File: src/rtl/seg_pattern_encoder_pkg.sv
// Shared constants and types for the 7-segment pattern encoder.
// Patterns are active-low, bit 6 = a ... bit 0 = g.
package seg_pattern_encoder_pkg;

   localparam logic [6:0] SEG_0     = 7'h01;
   localparam logic [6:0] SEG_1     = 7'h4F;
   localparam logic [6:0] SEG_2     = 7'h12;
   localparam logic [6:0] SEG_3     = 7'h06;
   localparam logic [6:0] SEG_4     = 7'h4C;
   localparam logic [6:0] SEG_5     = 7'h24;
   localparam logic [6:0] SEG_6     = 7'h20;
   localparam logic [6:0] SEG_7     = 7'h0F;
   localparam logic [6:0] SEG_8     = 7'h00;
   localparam logic [6:0] SEG_9     = 7'h04;
   localparam logic [6:0] SEG_BLANK = 7'h7F;

   localparam logic [6:0] SEG_DIGITS [10] = '{
      SEG_0, SEG_1, SEG_2, SEG_3, SEG_4,
      SEG_5, SEG_6, SEG_7, SEG_8, SEG_9
   };

   typedef enum logic [1:0] {
      ST_IDLE,
      ST_SETTLE,
      ST_LOCKED
   } state_e;

   typedef struct packed {
      logic       legal;
      logic       blank;
      logic [3:0] digit;
   } lut_out_t;

endpackage

File: src/rtl/seg_pattern_lut.sv
// Combinational reverse lookup: segment pattern to BCD digit.
// Anything neither a digit nor blank comes out with legal=0, blank=0.
module seg_pattern_lut
   import seg_pattern_encoder_pkg::*;
(
   input  logic [6:0] pat,
   output lut_out_t   res
);

   always_comb begin
      res.legal = 1'b0;
      res.blank = (pat == SEG_BLANK);
      res.digit = 4'd0;
      for (int i = 0; i < 10; i++) begin
         if (pat == SEG_DIGITS[i]) begin
            res.legal = 1'b1;
            res.digit = 4'(i);
         end
      end
   end

endmodule

File: src/rtl/seg_pattern_encoder.sv
// Recovers BCD digits from a 7-segment bus once a pattern has settled,
// reporting each new stable pattern once over a valid/ready handshake.
module seg_pattern_encoder
   import seg_pattern_encoder_pkg::*;
#(
   parameter int unsigned STABLE_CYCLES = 4,
   parameter int unsigned ERR_CNT_W     = 8
) (
   input  logic                 clk,
   input  logic                 rst,
   input  logic [6:0]           seg,
   input  logic                 dig_ready,
   output logic [3:0]           digit,
   output logic                 dig_valid,
   output logic                 err,
   output logic                 overrun,
   output logic [ERR_CNT_W-1:0] err_cnt
);

   localparam logic [7:0] STABLE_MAX = 8'(STABLE_CYCLES);

   logic [6:0]           samp_q, samp_d;
   logic [7:0]           cnt_q, cnt_d;
   logic [6:0]           last_q, last_d;
   state_e               state_q, state_d;
   logic [3:0]           digit_q, digit_d;
   logic                 valid_q, valid_d;
   logic                 err_q, err_d;
   logic                 ovr_q, ovr_d;
   logic [ERR_CNT_W-1:0] err_cnt_q, err_cnt_d;

   logic     accept;
   lut_out_t lut;

   seg_pattern_lut u_lut (
      .pat (samp_q),
      .res (lut)
   );

   always_ff @(posedge clk or posedge rst) begin
      if (rst) begin
         state_q <= ST_IDLE;
      end else begin
         state_q <= state_d;
      end
   end

   always_comb begin
      state_d = state_q;
      unique case (state_q)
         ST_IDLE:   if (samp_q != last_q) state_d = ST_SETTLE;
         ST_SETTLE: if (cnt_q == STABLE_MAX) state_d = ST_LOCKED;
         ST_LOCKED: if (samp_q != last_q) state_d = ST_SETTLE;
         default:   state_d = ST_IDLE;
      endcase
   end

   always_comb begin
      accept = (state_q == ST_SETTLE) && (cnt_q == STABLE_MAX);
      last_d = accept ? samp_q : last_q;
   end

   // cnt_q measures how long samp_q itself has been unchanged
   always_comb begin
      samp_d = seg;
      if (seg != samp_q) begin
         cnt_d = 8'd0;
      end else if (cnt_q == STABLE_MAX) begin
         cnt_d = cnt_q;
      end else begin
         cnt_d = cnt_q + 8'd1;
      end
   end

   always_comb begin
      digit_d   = digit_q;
      valid_d   = valid_q;
      ovr_d     = ovr_q;
      err_d     = 1'b0;
      err_cnt_d = err_cnt_q;
      if (accept && lut.legal) begin
         if (!valid_q || dig_ready) begin
            digit_d = lut.digit;
            valid_d = 1'b1;
         end else begin
            ovr_d = 1'b1;
         end
      end else if (valid_q && dig_ready) begin
         valid_d = 1'b0;
      end
      if (accept && !lut.legal && !lut.blank) begin
         err_d = 1'b1;
         if (err_cnt_q != '1) err_cnt_d = err_cnt_q + 1'b1;
      end
   end

   always_ff @(posedge clk or posedge rst) begin
      if (rst) begin
         samp_q    <= SEG_BLANK;
         cnt_q     <= 8'd0;
         last_q    <= SEG_BLANK;
         digit_q   <= 4'd0;
         valid_q   <= 1'b0;
         err_q     <= 1'b0;
         ovr_q     <= 1'b0;
         err_cnt_q <= '0;
      end else begin
         samp_q    <= samp_d;
         cnt_q     <= cnt_d;
         last_q    <= last_d;
         digit_q   <= digit_d;
         valid_q   <= valid_d;
         err_q     <= err_d;
         ovr_q     <= ovr_d;
         err_cnt_q <= err_cnt_d;
      end
   end

   assign digit     = digit_q;
   assign dig_valid = valid_q;
   assign err       = err_q;
   assign overrun   = ovr_q;
   assign err_cnt   = err_cnt_q;

endmodule

File: config.mk
export PLATFORM = sky130hd
export DESIGN_NAME = seg_pattern_encoder
export DESIGN_NICKNAME = d
export VERILOG_FILES = /design/src/rtl/seg_pattern_encoder_pkg.sv /design/src/rtl/seg_pattern_lut.sv /design/src/rtl/seg_pattern_encoder.sv
export SDC_FILE = /design/constraint.sdc
export NUM_CORES = 1
export LEC_CHECK = 0
export ABC_CLOCK_PERIOD_IN_PS = 6500
export CAP_MARGIN = 20
export CELL_PAD_IN_SITES_DETAIL_PLACEMENT = 0
export CELL_PAD_IN_SITES_GLOBAL_PLACEMENT = 1
export CORE_MARGIN = 1
export CORE_UTILIZATION = 46
export CTS_CLUSTER_DIAMETER = 100
export CTS_CLUSTER_SIZE = 8
export DETAILED_ROUTE_END_ITERATION = 8
export PLACE_DENSITY_LB_ADDON = 0.2
export SETUP_SLACK_MARGIN = 0.1
export SYNTH_ARGS = -nofsm -noshare
export SYNTH_HDL_FRONTEND = slang
export SYNTH_SLANG_ARGS = --single-unit
File: constraint.sdc
create_clock -name clk -period 6.5 [get_ports clk]
set_clock_uncertainty 0.15 [all_clocks]
set_input_delay 0.975 -clock clk [delete_from_list [all_inputs] [get_ports clk]]
set_output_delay 0.975 -clock clk [all_outputs]
set_load 0.05 [all_outputs]
**Word-level counts from Yosys, hierarchy flattened**

Index checks and enable logic that the tools add are counted.

- Add/sub/neg operators: 2
- Mux-type cells: 28
- Bitwise logic cells: 1
- Reduce and logical (&&, ||, !) cells: 18
- Eq/ne operators: 20

Operators with widths:

| operator | count |
|---|---|
| $eq 7x7->1 const B | 3 |
| $add 8x1->8 const B | 2 |
| $mux 8 | 2 |
| $mux 1 | 15 |
| $eq 7x3->1 const B | 2 |
| $eq 7x6->1 const B | 2 |
| $ne 7x7->1 | 2 |
| $mux 3 | 4 |
| $reduce_and 2->1 | 5 |
| $eq 8x3->1 const B | 1 |
| $mux 2 | 4 |
| $mux 4 | 2 |
| $ne 2x1->1 const B | 4 |
| $ne 8x8->1 const B | 1 |
| $eq 7x1->1 const B | 1 |
| $eq 7x4->1 const B | 1 |
| $eq 7x5->1 const B | 1 |
| $logic_not 7->1 | 1 |
| $logic_and 1x1->1 | 5 |
| $pmux 2 s2 | 1 |
| $logic_not 1->1 | 3 |
| $eq 2x1->1 const B | 1 |
| $eq 2x2->1 const B | 1 |
| $logic_not 2->1 | 1 |
| other kinds (4) | 4 |

- Output and inout port bits: 15
- Bits of input ports: 10
- Register bits after elaboration: 39

**Depth between registers and ports, before layout**

Gate-level depths: netlist of run 1.

- Depth after elaboration: 15
- Depth in mapped cells: 7

**Hierarchy**

Synthesis of run 1 repeated with hierarchy kept, for this count alone.

- Cells, all modules: 176
- Area, all modules: 2010.7 sq um

By module, submodules not included:

| module | area an instance (sq um) | cells each | times used | seq. area each (sq um) |
|---|---|---|---|---|
| seg_pattern_encoder | 1794.2 | 143 | 1 | 993.5 |
| seg_pattern_lut | 216.5 | 33 | 1 | 0.0 |

**Worst setup path before layout of run 1**

OpenSTA, ideal clock, no wires.

- Path type: flip-flop to flip-flop
- From: reg samp_q[6]
- To: reg digit_q[0] (netlist: digit[0])
- Slack: 4.074 ns
- Data arrival time: 2.149 ns
- Clock period less this slack: 2.426 ns
- Data required time: 6.222 ns
- Cell stages (with the launch flop): 7
- Setup time: 0.128 ns
- Buffers on the path: 2
- Path through: dfstp_2 -> buf_2 -> mux2_2 -> or4b_4 -> buf_6 -> a21oi_4 -> mux2_1

- Word-level cells in the longest chain between the ends: 13

RTL lines:

| element | line | source |
|---|---|---|
| from (decl) | seg_pattern_encoder.sv:22 | `logic [6:0] samp_q, samp_d;` |
| from (signal assigned) | seg_pattern_encoder.sv:108 | `samp_q <= samp_d;` |
| $eq 7x1->1 | seg_pattern_lut.sv:15 | `if (pat == SEG_DIGITS[i]) begin` |
| $mux 1 (10 in series) | seg_pattern_lut.sv:15 |  |
| $logic_and 1x1->1 | seg_pattern_encoder.sv:81 | `if (accept && lut.legal) begin` |
| $reduce_and 2->1 (no line) | n/a |  |
| to (signal assigned) | seg_pattern_encoder.sv:111 | `digit_q <= digit_d;` |
| to (decl) | seg_pattern_encoder.sv:26 | `logic [3:0] digit_q, digit_d;` |

Several ways; a longest one is shown, not always the timed one.
A chain may end at the register's enable or synchronous reset.

**Worst setup path in the final report of run 1**

- From: reg cnt_q[0]
- To: reg digit_q[0] (netlist: digit[0])

- Word-level cells in the longest chain between the ends: 4

RTL lines:

| element | line | source |
|---|---|---|
| from (decl) | seg_pattern_encoder.sv:23 | `logic [7:0] cnt_q, cnt_d;` |
| from (signal assigned) | seg_pattern_encoder.sv:109 | `cnt_q <= cnt_d;` |
| $eq 8x3->1 | seg_pattern_encoder.sv:59 | `accept = (state_q == ST_SETTLE) && (cnt_q == STABLE_MAX);` |
| $logic_and 1x1->1 | seg_pattern_encoder.sv:59 |  |
| $logic_and 1x1->1 | seg_pattern_encoder.sv:81 |  |
| $reduce_and 2->1 (no line) | n/a |  |

Every way passes these cells.

==> results by group, run 1 <==
Run status
  – Status: finished, final reports clean

Synth
  – Area contributors post-synth: dfrtp_1, dfstp_2, nand2_1, xor2_1, xnor2_1
  – Seq/Total Area, Yosys: 49.4%
  – EDFF count, synth: 0
  – Top_reg_cell synth: dfrtp_1
  – Cell area after synthesis: between 2000 and 2500 sq um
  – Post-synth ARST share: 100%
  – Largest area contributor in the netlist: dfrtp_1
  – Syn_nets: 214
  – Syn_area_per_cell: 10.0 sq um
  – Synth warnings: 0
  – Yosys cell types: 38
  – Register bit total from synthesis: 39
  – Post-synthesis cell count: around 200
  – Yosys top cell area share: between 30 and 40%

Route
  – DRC: 0
  – WL final: just under 4 mm
  – DR vias: around 1.5k
  – Vias per cell: around 5.5
  – Routed WL per cell: between 10 and 15 um
  – Drt pass-1 iters: 4
  – Initial DRC count: 153
  – Antenna-violating nets left: 0

Setup path
  – Crit path DAT: between 2 and 3 ns
  – Crit path max fanout: 13
  – Reg2Reg Setup Slack: about 3.6 ns
  – CP startpoint kind: flop
  – Cells along the critical path: inv_1 -> ha_1 -> nor4b_1 -> nand4_1 -> or2_2 -> a21oi_4 -> mux2_1
  – Cell type of the slowest stage on the worst timing path: or2_2
  – Crit. End Element: flop
  – Worst setup path category: reg -> reg
  – Worst path max stage delay: 0.54 ns
  – Worst path required time: 6.52 ns

Clock tree
  – Sink Count: 39
  – Longest Clk Path Bufs: 2
  – Post-CTS Setup Bufs: 0
  – Htree depth: 2
  – CTS tree: done
  – Clk Latency, worst-skew pair: 0.29 ns
  – Cts repair resizes: 0
  – Clock transition at path regs: 0.07 ns
  – CTS buffer count: 5
  – CTS root buf: clkbuf_8
  – Hold Buf Count CTS: 0

Power and ir drop
  – Pwr dens: roughly 190 nW/um^2
  – Leak: a little under 1 nW
  – Clk pwr share: approximately two fifths
  – NetSw: roughly 100 uW
  – Sequential share of power: a little under three fifths
  – Switching portion of total power: between 20% and 30%
  – Internal: approximately 360 uW
  – Peak supply drop: roughly 0.14 mV
  – Part of the power in combinational logic: approximately 5.5%

Placement
  – HPWL after DPL: ~2.8 mm
  – GP Congestion: ~0.81
  – PortBufs: 24

Floorplan
  – Core area: 4090 sq um
  – Die H: a little under 70 um
  – Rows: 23
  – Total die area: between 4000 and 5000 sq um
  – # IOs: 25
  – Die Wd: approximately 68 um
  – Initial Utilization: between 40% and 50%

STA
  – Setup violators final: 0
  – Fin crit share: roughly 44%
  – Worst hold slack: ~0.32 ns
  – Worst slew pin tran: around 0.95 ns
  – Setup_tns: 0 ns
  – Fin crit period: roughly 2.9 ns
  – Final Slew Violations: 0
  – Final hold vios: 0
  – RSZ-0062 raised after global routing: no
  – Maximum clock rate: around 350 MHz
  – Relative slew slack: 36.4%

Hold path
  – HP Class: reg -> reg

Job
  – Max cap viols: 0

Final layout
  – Ratio of cells with drive above 1 in the final layout: between 10% and 20%
  – Area Growth Syn to Fin: 17.7%
  – Final-stage net count: 237
  – Diode count: 0
  – Number of fill cells: between 300 and 400

Global route
  – Vias in the first global route: 1478
  – Global-route usage over all layers: between 10% and 20%
  – Initial antenna violation count: 0
  – Global route overflow: 0
  – Pin count of the biggest net entering global routing: 40
  – First-pass GRT wire length: ~6.7 mm
flip-flops by register name, indices dropped and copies added, names as in the netlist:
register and flops:
digit 4, overrun 1, samp_q 7, err 1, dig_valid 1, cnt_q 8, state_q 2, last_q 7
err_cnt 8
final cells by class:
type                    count  area, sq um  share of cell area (%)
clock buffers               8          100                    4.23
inverters                   6         22.5                   0.951
multi-input cells         147          941                    39.7
flip-flops and latches     39          993                    42.0
well taps                  50         62.6                    2.64
repair buffers             25          248                    10.5
placed cells by master (no fill, tap or decap):
cell and n:
a21oi_4 1, nor2_1 14, nor3_1 4, nand3_1 8, or4b_4 1, mux2_1 2, and3_1 3, a31o_2 1
inv_1 6, a21boi_0 1, nor3b_1 2, nand2_1 33, nor3_2 2, xnor2_1 12, buf_4 1, o221ai_1 1
nand2b_4 1, mux2_2 3, clkbuf_1 1, clkdlybuf4s50_1 24, or2_2 1, o21ai_0 7, nand4b_1 1, nor2b_1 1
and4b_1 1, a21o_1 1, clkbuf_8 7, dfstp_2 14, or3_1 3, nand4_1 7, nand2b_1 4, nor4_1 4
o32ai_1 2, and4_1 2, ha_1 3, dfrtp_1 25, xor2_1 13, a21oi_1 6, nor4b_1 2
power groups by stage:
stage | Clock, mW | Sequential, mW | Combinational [mW]
after floorplan | 0 | 0.252 | 0.0224
after global placement | 0 | 0.259 | 0.0249
final | 0.177 | 0.255 | 0.0250
after detailed placement | 0 | 0.259 | 0.0254
after CTS | 0.181 | 0.255 | 0.0255
after global routing | 0.191 | 0.256 | 0.0286
routing by layer:
metal,vias up,track usage (%),part of all wire [%]
li1,737,-,-
met1,721,24.4,45
met2,38,32.6,49
met3,7,4.00,4.2
met4,0,7.03,1.5
met5,-,0,0
path summary, 6_finish.rpt:
path | from | end | cells after the start
max reg2reg | cnt_q[0] | digit[0] | 7
max in group asynchronous | rst | samp_q[6] | 3
min reg2reg | last_q[1] | last_q[1] | 2
max | cnt_q[0] | digit[0] | 7
min in group asynchronous | rst | dig_valid | 3
min | last_q[1] | last_q[1] | 2
worst max-delay path, delay by kind of cell, from the launching register on:
family | cells | cell delay [ns]
muxes | 1 | 0.34
AOI/OAI and AO/OA | 1 | 0.17
DFF | 1 | 0.42
and+or+nand+nor | 3 | 1.42
buffers and inverters | 1 | 0.08
adders and majority gates | 1 | 0.14
synth_stat cells, types with 2 or more instances:
library cell and number:
nand2_1 33, dfrtp_1 25, dfstp_2 14, nor2_1 14, xor2_1 13, xnor2_1 12, nand3_1 8, nand4_1 7
o21ai_0 7, a21oi_1 6, inv_1 6, buf_2 5, nand2b_1 4, nor3_1 4, nor4_1 4, and3_1 3
ha_1 3, mux2_2 3, or3_1 3, and4_1 2, buf_6 2, clkbuf_1 2, mux2_1 2, nor3_2 2
nor3b_1 2, nor4b_1 2, o32ai_1 2
cells by family (layout without fill, tap and decap cells):
kind of cell | count (synthesis) | count (layout) | share of synthesized area (%)
xor+xnor | 25 | 25 | 10.9
flops | 39 | 39 | 49.4
mux | 5 | 5 | 2.80
compound gates | 20 | 20 | 6.53
fa+ha+maj | 3 | 3 | 1.87
buf+inv | 15 | 39 | 3.86
simple gates | 94 | 94 | 24.7
per-stage QoR:
| step | power [mW] | worst slack [ns] | util (%) | instance area, sq um | cells |
|---|---|---|---|---|---|
| after floorplan | 0.274 | 4.07 | - | 2010 | 201 |
| after global placement | 0.284 | 3.77 | 55.5 | 2270 | 267 |
| after detailed placement | 0.284 | 3.66 | 55.5 | 2270 | 267 |
| after CTS | 0.461 | 3.63 | 57.9 | 2370 | 275 |
| after global routing | 0.475 | 3.47 | 57.9 | 2370 | 275 |
| final | 0.457 | 3.65 | 57.9 | 2370 | 275 |
No activity file was read; power rests on OpenSTA's default activity.
==> run 2, diff against run 1 <==
- ABC_CLOCK_PERIOD_IN_PS: 6500 -> 2600
- CORE_UTILIZATION: 46 -> 38
- clock period: 6.5 -> 2.6 ns (I/O delays scaled with it)
==> results by group, run 2 (synthesis results as in run 1) <==
STA
  – Final hold vios: 0
  – Setup_tns: 0 ns
  – Worst slew pin tran: 0.502 ns
  – Fin crit share: between 90% and 100%
  – Setup violators final: 0
  – Final Slew Violations: 0
  – Relative slew slack: between 60% and 70%
  – Worst hold slack: 0.313 ns
  – Fin crit period: between 2 and 2.5 ns
  – Final WS setup: between 0.2 and 0.25 ns
  – Maximum clock rate: between 400 and 500 MHz
  – RSZ-0062 raised after global routing: no

Setup path
  – CP startpoint kind: flop
  – R2R depth: 4
  – Worst path max stage delay: between 0.6 and 0.7 ns
  – Worst setup path category: reg -> reg
  – Crit. End Element: flop
  – Crit path max fanout: 11
  – Crit path DAT: around 2.4 ns
  – Reg2Reg Setup Slack: 0.21 ns
  – Reg2reg start: samp_q[6]
  – Worst Path Buf+Inv: 0
  – End of the worst register-to-register path: digit[0]
  – Cell type of the slowest stage on the worst timing path: dfstp_2
  – Worst path required time: ~2.6 ns
  – Cells along the critical path: mux2_2 -> or4b_4 -> a21oi_4 -> mux2_1
  – CP delay by family, top: multiplexers

Floorplan
  – # IOs: 25
  – Die Wd: between 70 and 80 um
  – Core area: 5110 sq um
  – Total die area: 5590 sq um
  – Die H: between 70 and 80 um
  – Initial Utilization: around 40%
  – Rows: 26

Placement
  – Placed Instances: 291
  – GP Congestion: approximately 0.80
  – Worst slack at placement: 0.197 ns
  – DP Area: ~2300 sq um
  – HPWL after DPL: approximately 2.8 mm
  – PortBufs: 24

Clock tree
  – Clock transition at path regs: about 0.08 ns
  – Clk Latency, worst-skew pair: approximately 0.29 ns
  – CTS tree: done
  – Sink Count: 39
  – Longest Clk Path Bufs: 2
  – Htree depth: 2
  – Post-CTS Setup Bufs: 0
  – CTS root buf: clkbuf_8
  – CTS buffer count: 5

Route
  – DR vias: 1506
  – DRC: 0
  – Routed WL per cell: about 13 um
  – Antenna-violating nets left: 0
  – Initial DRC count: between 100 and 150
  – Vias per cell: between 5 and 6
  – WL final: between 3 and 4 mm
  – Drt pass-1 iters: 4

Final layout
  – Number of fill cells: between 400 and 500
  – Post-route non-filler standard cell count: ~300
  – Ratio of cells with drive above 1 in the final layout: between 15 and 20%
  – Diode count: 0
  – Commonest cells after routing, fill and taps aside: nand2_1, dfrtp_1, clkdlybuf4s50_1
  – Design area: approximately 2400 sq um
  – Area Growth Syn to Fin: 20.7%
  – Final-stage net count: ~240
  – Most common cell after layout, fill and taps aside: nand2_1

Hold path
  – Hold Path End: last_q[3]
  – HP Class: reg -> reg
  – Worst hold start: last_q[3]
  – Hold Path Depth: 2

Global route
  – Vias in the first global route: 1452
  – Pin count of the biggest net entering global routing: 40
  – First-pass GRT wire length: between 6 and 7 mm
  – Global-route usage over all layers: 16.2%
  – Initial antenna violation count: 0
  – Global route overflow: 0

Power and ir drop
  – Peak supply drop: around 0.28 mV
  – Leak: just over 1 nW
  – Pwr dens: 473 nW/um^2

Run status
  – Status: finished, final reports clean

Job
  – Max cap viols: 0
## run 2: area by class of cell
cell class,count,area [sq um],share of cell area (%)
multi-input combinational,147,947,39.0
tap,70,87.6,3.61
inverter,6,22.5,0.927
sequential,39,993,40.9
timing repair buffer,29,278,11.4
clock buffer,8,100,4.12
## run 2: how the worst max path moves through the flow
stage | startpoint | endpoint | depth (start not counted)
3_3_place_gp | samp_q[6] | digit[2] | 4
5_1_grt | samp_q[3] | digit[0] | 5
2_1_floorplan | samp_q[6] | digit[0] | 6
4_1_cts | samp_q[6] | digit[0] | 4
6_report | samp_q[6] | digit[0] | 4
3_5_place_dp | samp_q[6] | digit[0] | 4
## run 2: report_power, final
part           total (mW)  switching (mW)  internal (mW)
clock network       0.449           0.207          0.242
registers           0.636          0.0178          0.618
logic              0.0638          0.0317         0.0321
## run 2: metrics by stage
| stage | utilization [%] | total power, mW |
|---|---|---|
| floorplan | - | 0.685 |
| global placement | 45.5 | 0.710 |
| detailed placement | 45.5 | 0.712 |
| CTS | 47.4 | 1.17 |
| global route | 47.6 | 1.20 |
| finish | 47.6 | 1.15 |
## run 2: metal layers
metal  part of all wire [%]  vias to the layer above  global-route usage, %
met2                     47                       33                   25.4
met1                     47                      724                   21.4
met4                    1.9                        0                   6.92
met3                    4.2                        8                   4.15
met5                      0                        -                      0
li1                       -                      741                      -
## run 2: timing repair
action | in CTS | in global routing
resized for setup | 0 | 1
hold buffers | 0 | 0
setup endpoints to repair | 0 | 6
## run 2: worst min-delay path, stage by stage, from the launching register on
cell and delay, ns:
dfstp_2 0.37, nand2_1 0.05, nand2_1 0.04
==> run 3, diff against run 2 <==
- CORE_UTILIZATION: 38 -> 39
- CTS_CLUSTER_DIAMETER: 100 -> 30
- SYNTH_HIERARCHICAL: default -> 1
==> results by group, run 3 <==
Setup path
  – Cells along the critical path: and4bb_1 -> o21ai_1 -> nand4_1 -> nor2_2 -> and4_4 -> and2b_1 -> mux2_2
  – End of the worst register-to-register path: err_cnt[1]
  – Worst setup path category: reg -> reg
  – Crit path max fanout: 9
  – Reg2Reg Setup Slack: 0.20 ns
  – Crit path DAT: roughly 2.4 ns
  – R2R depth: 7
  – Worst path max stage delay: a little over 0.6 ns
  – Cell type of the slowest stage on the worst timing path: dfstp_2
  – CP startpoint kind: flop
  – Reg2reg start: samp_q[4]
  – Worst path required time: 2.63 ns
  – Crit. End Element: flop

Final layout
  – Most common cell after layout, fill and taps aside: dfrtp_1
  – Final-stage net count: about 230
  – Diode count: 0
  – Commonest cells after routing, fill and taps aside: dfrtp_1, clkdlybuf4s50_1, xor2_1
  – Ratio of cells with drive above 1 in the final layout: about 28%
  – Area Growth Syn to Fin: 25.3%

STA
  – Worst slew pin tran: 0.507 ns
  – Fin crit share: slightly above 90%
  – Final WS setup: 0.204 ns
  – Fin crit period: 2.40 ns
  – Setup_tns: 0 ns
  – Relative slew slack: between 60% and 70%
  – Maximum clock rate: around 420 MHz
  – RSZ-0062 raised after global routing: no
  – Setup violators final: 0
  – Final hold vios: 0
  – Final Slew Violations: 0

Synth
  – Largest area contributor in the netlist: dfrtp_1
  – Cell area after synthesis: a little over 2000 sq um
  – Syn_area_per_cell: about 11 sq um
  – Most frequent cells after synthesis: dfrtp_1, xor2_1, dfstp_2, nor2_1, mux2_2
  – Top_reg_cell synth: dfrtp_1
  – Post-synthesis cell count: approximately 180
  – Yosys top cell area share: between 30% and 40%
  – Post-synth ARST share: 100%
  – Register bit total from synthesis: 39
  – Yosys cell types: 42
  – Syn_nets: ~190
  – Area contributors post-synth: dfrtp_1, dfstp_2, xor2_1, mux2_2, nand3_1
  – Most frequent cell after synthesis: dfrtp_1
  – Synth warnings: 6
  – EDFF count, synth: 0
  – Seq/Total Area, Yosys: between 40% and 50%

Global route
  – Vias in the first global route: 1333
  – Global route overflow: 0
  – Pin count of the biggest net entering global routing: 40
  – Global-route usage over all layers: ~16%
  – First-pass GRT wire length: approximately 6.5 mm
  – Initial antenna violation count: 0

Clock tree
  – CTS tree: done
  – CTS root buf: clkbuf_8
  – CTS buffer count: 5
  – Sink Count: 39
  – Htree depth: 2
  – Longest Clk Path Bufs: 2
  – Clk Latency, worst-skew pair: between 0.2 and 0.3 ns
  – Clock transition at path regs: about 0.080 ns

Job
  – Max cap viols: 0

Hold path
  – Hold Path Depth: 1
  – Worst hold start: overrun
  – HP Class: reg -> reg
  – Hold Path End: overrun

Route
  – WL final: between 3 and 4 mm
  – DR vias: ~1.4k
  – Vias per cell: around 5
  – Antenna-violating nets left: 0
  – Initial DRC count: 29
  – Routed WL per cell: 14.0 um
  – Drt pass-1 iters: 4
  – DRC: 0

Power and ir drop
  – Peak supply drop: between 0.2 and 0.25 mV
  – Clk pwr share: between 40% and 50%
  – Leak: 1.08 nW
  – Switching portion of total power: 21.9%
  – Sequential share of power: a little over half
  – Internal: ~940 uW
  – Part of the power in combinational logic: 6.5%
  – NetSw: approximately 260 uW
  – Pwr dens: around 480 nW/um^2

Floorplan
  – Initial Utilization: between 40% and 50%
  – # IOs: 25
  – Rows: 25
  – Core area: between 4000 and 5000 sq um
  – Total die area: around 5400 sq um
  – Die H: ~74 um
  – Die Wd: between 70 and 80 um

Placement
  – PortBufs: 24
  – Worst slack at placement: approximately 0.095 ns
  – HPWL after DPL: 2.73 mm
  – GP Congestion: roughly 0.92

Run status
  – Status: finished, final reports clean
run 3: cell families (layout without fill, tap and decap cells):
family          after synthesis  after routing  synth area share, %
xor+xnor                     24             24                 10.5
mux                          13             13                 7.22
flops                        39             39                 49.4
fa+ha+maj                     3              3                 1.87
buf+inv                       9             49                 2.55
compound gates               14             14                 4.73
simple gates                 74             74                 23.8
run 3: worst max path at each step:
stage                          from         end  cells after the start
after floorplan           samp_q[1]  err_cnt[1]                      8
after global placement    samp_q[0]  err_cnt[1]                      7
after detailed placement  samp_q[0]  err_cnt[5]                      8
after CTS                 samp_q[4]  err_cnt[1]                      7
after global routing      samp_q[4]  err_cnt[1]                      7
final                     samp_q[4]  err_cnt[1]                      7
run 3: timing repair:
item	4_1_cts	5_1_grt
pin swaps	0	1
setup buffers	2	7
endpoints found under the setup margin	3	4
resized for setup	0	3
hold buffers	0	0
run 3: cell type report:
| cell class | instances | area (sq um) |
|---|---|---|
| Clock inverter | 3 | 43.8 |
| Clock buffer | 5 | 68.8 |
| Inverter | 5 | 18.8 |
| Timing Repair Buffer | 36 | 330 |
| Sequential cell | 39 | 993 |
| Tap cell | 67 | 83.8 |
| Fill cell | 454 | 2330 |
| Multi-Input combinational cell | 128 | 981 |
run 3: through the flow:
step / power, mW / instances / util [%] / instance area (sq um) / hold slack (ns)
floorplan: 0.680 / 176 / - / 2010 / 0.244
global placement: 0.707 / 266 / 47.9 / 2320 / 0.336
detailed placement: 0.709 / 266 / 47.9 / 2320 / 0.324
CTS: 1.22 / 276 / 50.6 / 2450 / 0.341
global route: 1.26 / 283 / 52.0 / 2520 / 0.379
finish: 1.21 / 283 / 52.0 / 2520 / 0.342
run 3: power groups by stage:
stage                     logic [mW]  clock network, mW  registers, mW
after CTS                     0.0684              0.518          0.632
after global placement        0.0626                  0          0.644
after global routing          0.0867              0.544          0.631
after detailed placement      0.0637                  0          0.646
final                         0.0788              0.498          0.630
after floorplan               0.0412                  0          0.638
run 3: routing by layer:
| metal | routed length, um | global-route usage [%] | share of wire [%] |
|---|---|---|---|
| met1 | 1870 | 21.2 | 47 |
| met2 | 1900 | 25.6 | 48 |
| met3 | 128 | 4.12 | 3.2 |
| met4 | 65 | 5.77 | 1.6 |
| met5 | 0 | 0 | 0 |
run 3: worst max-delay path: cells and delay by family, from the launching register on:
family / cells / cell delay (ns)
compound gates: 1 / 0.11
flops: 1 / 0.62
mux: 1 / 0.34
simple gates: 5 / 1.06
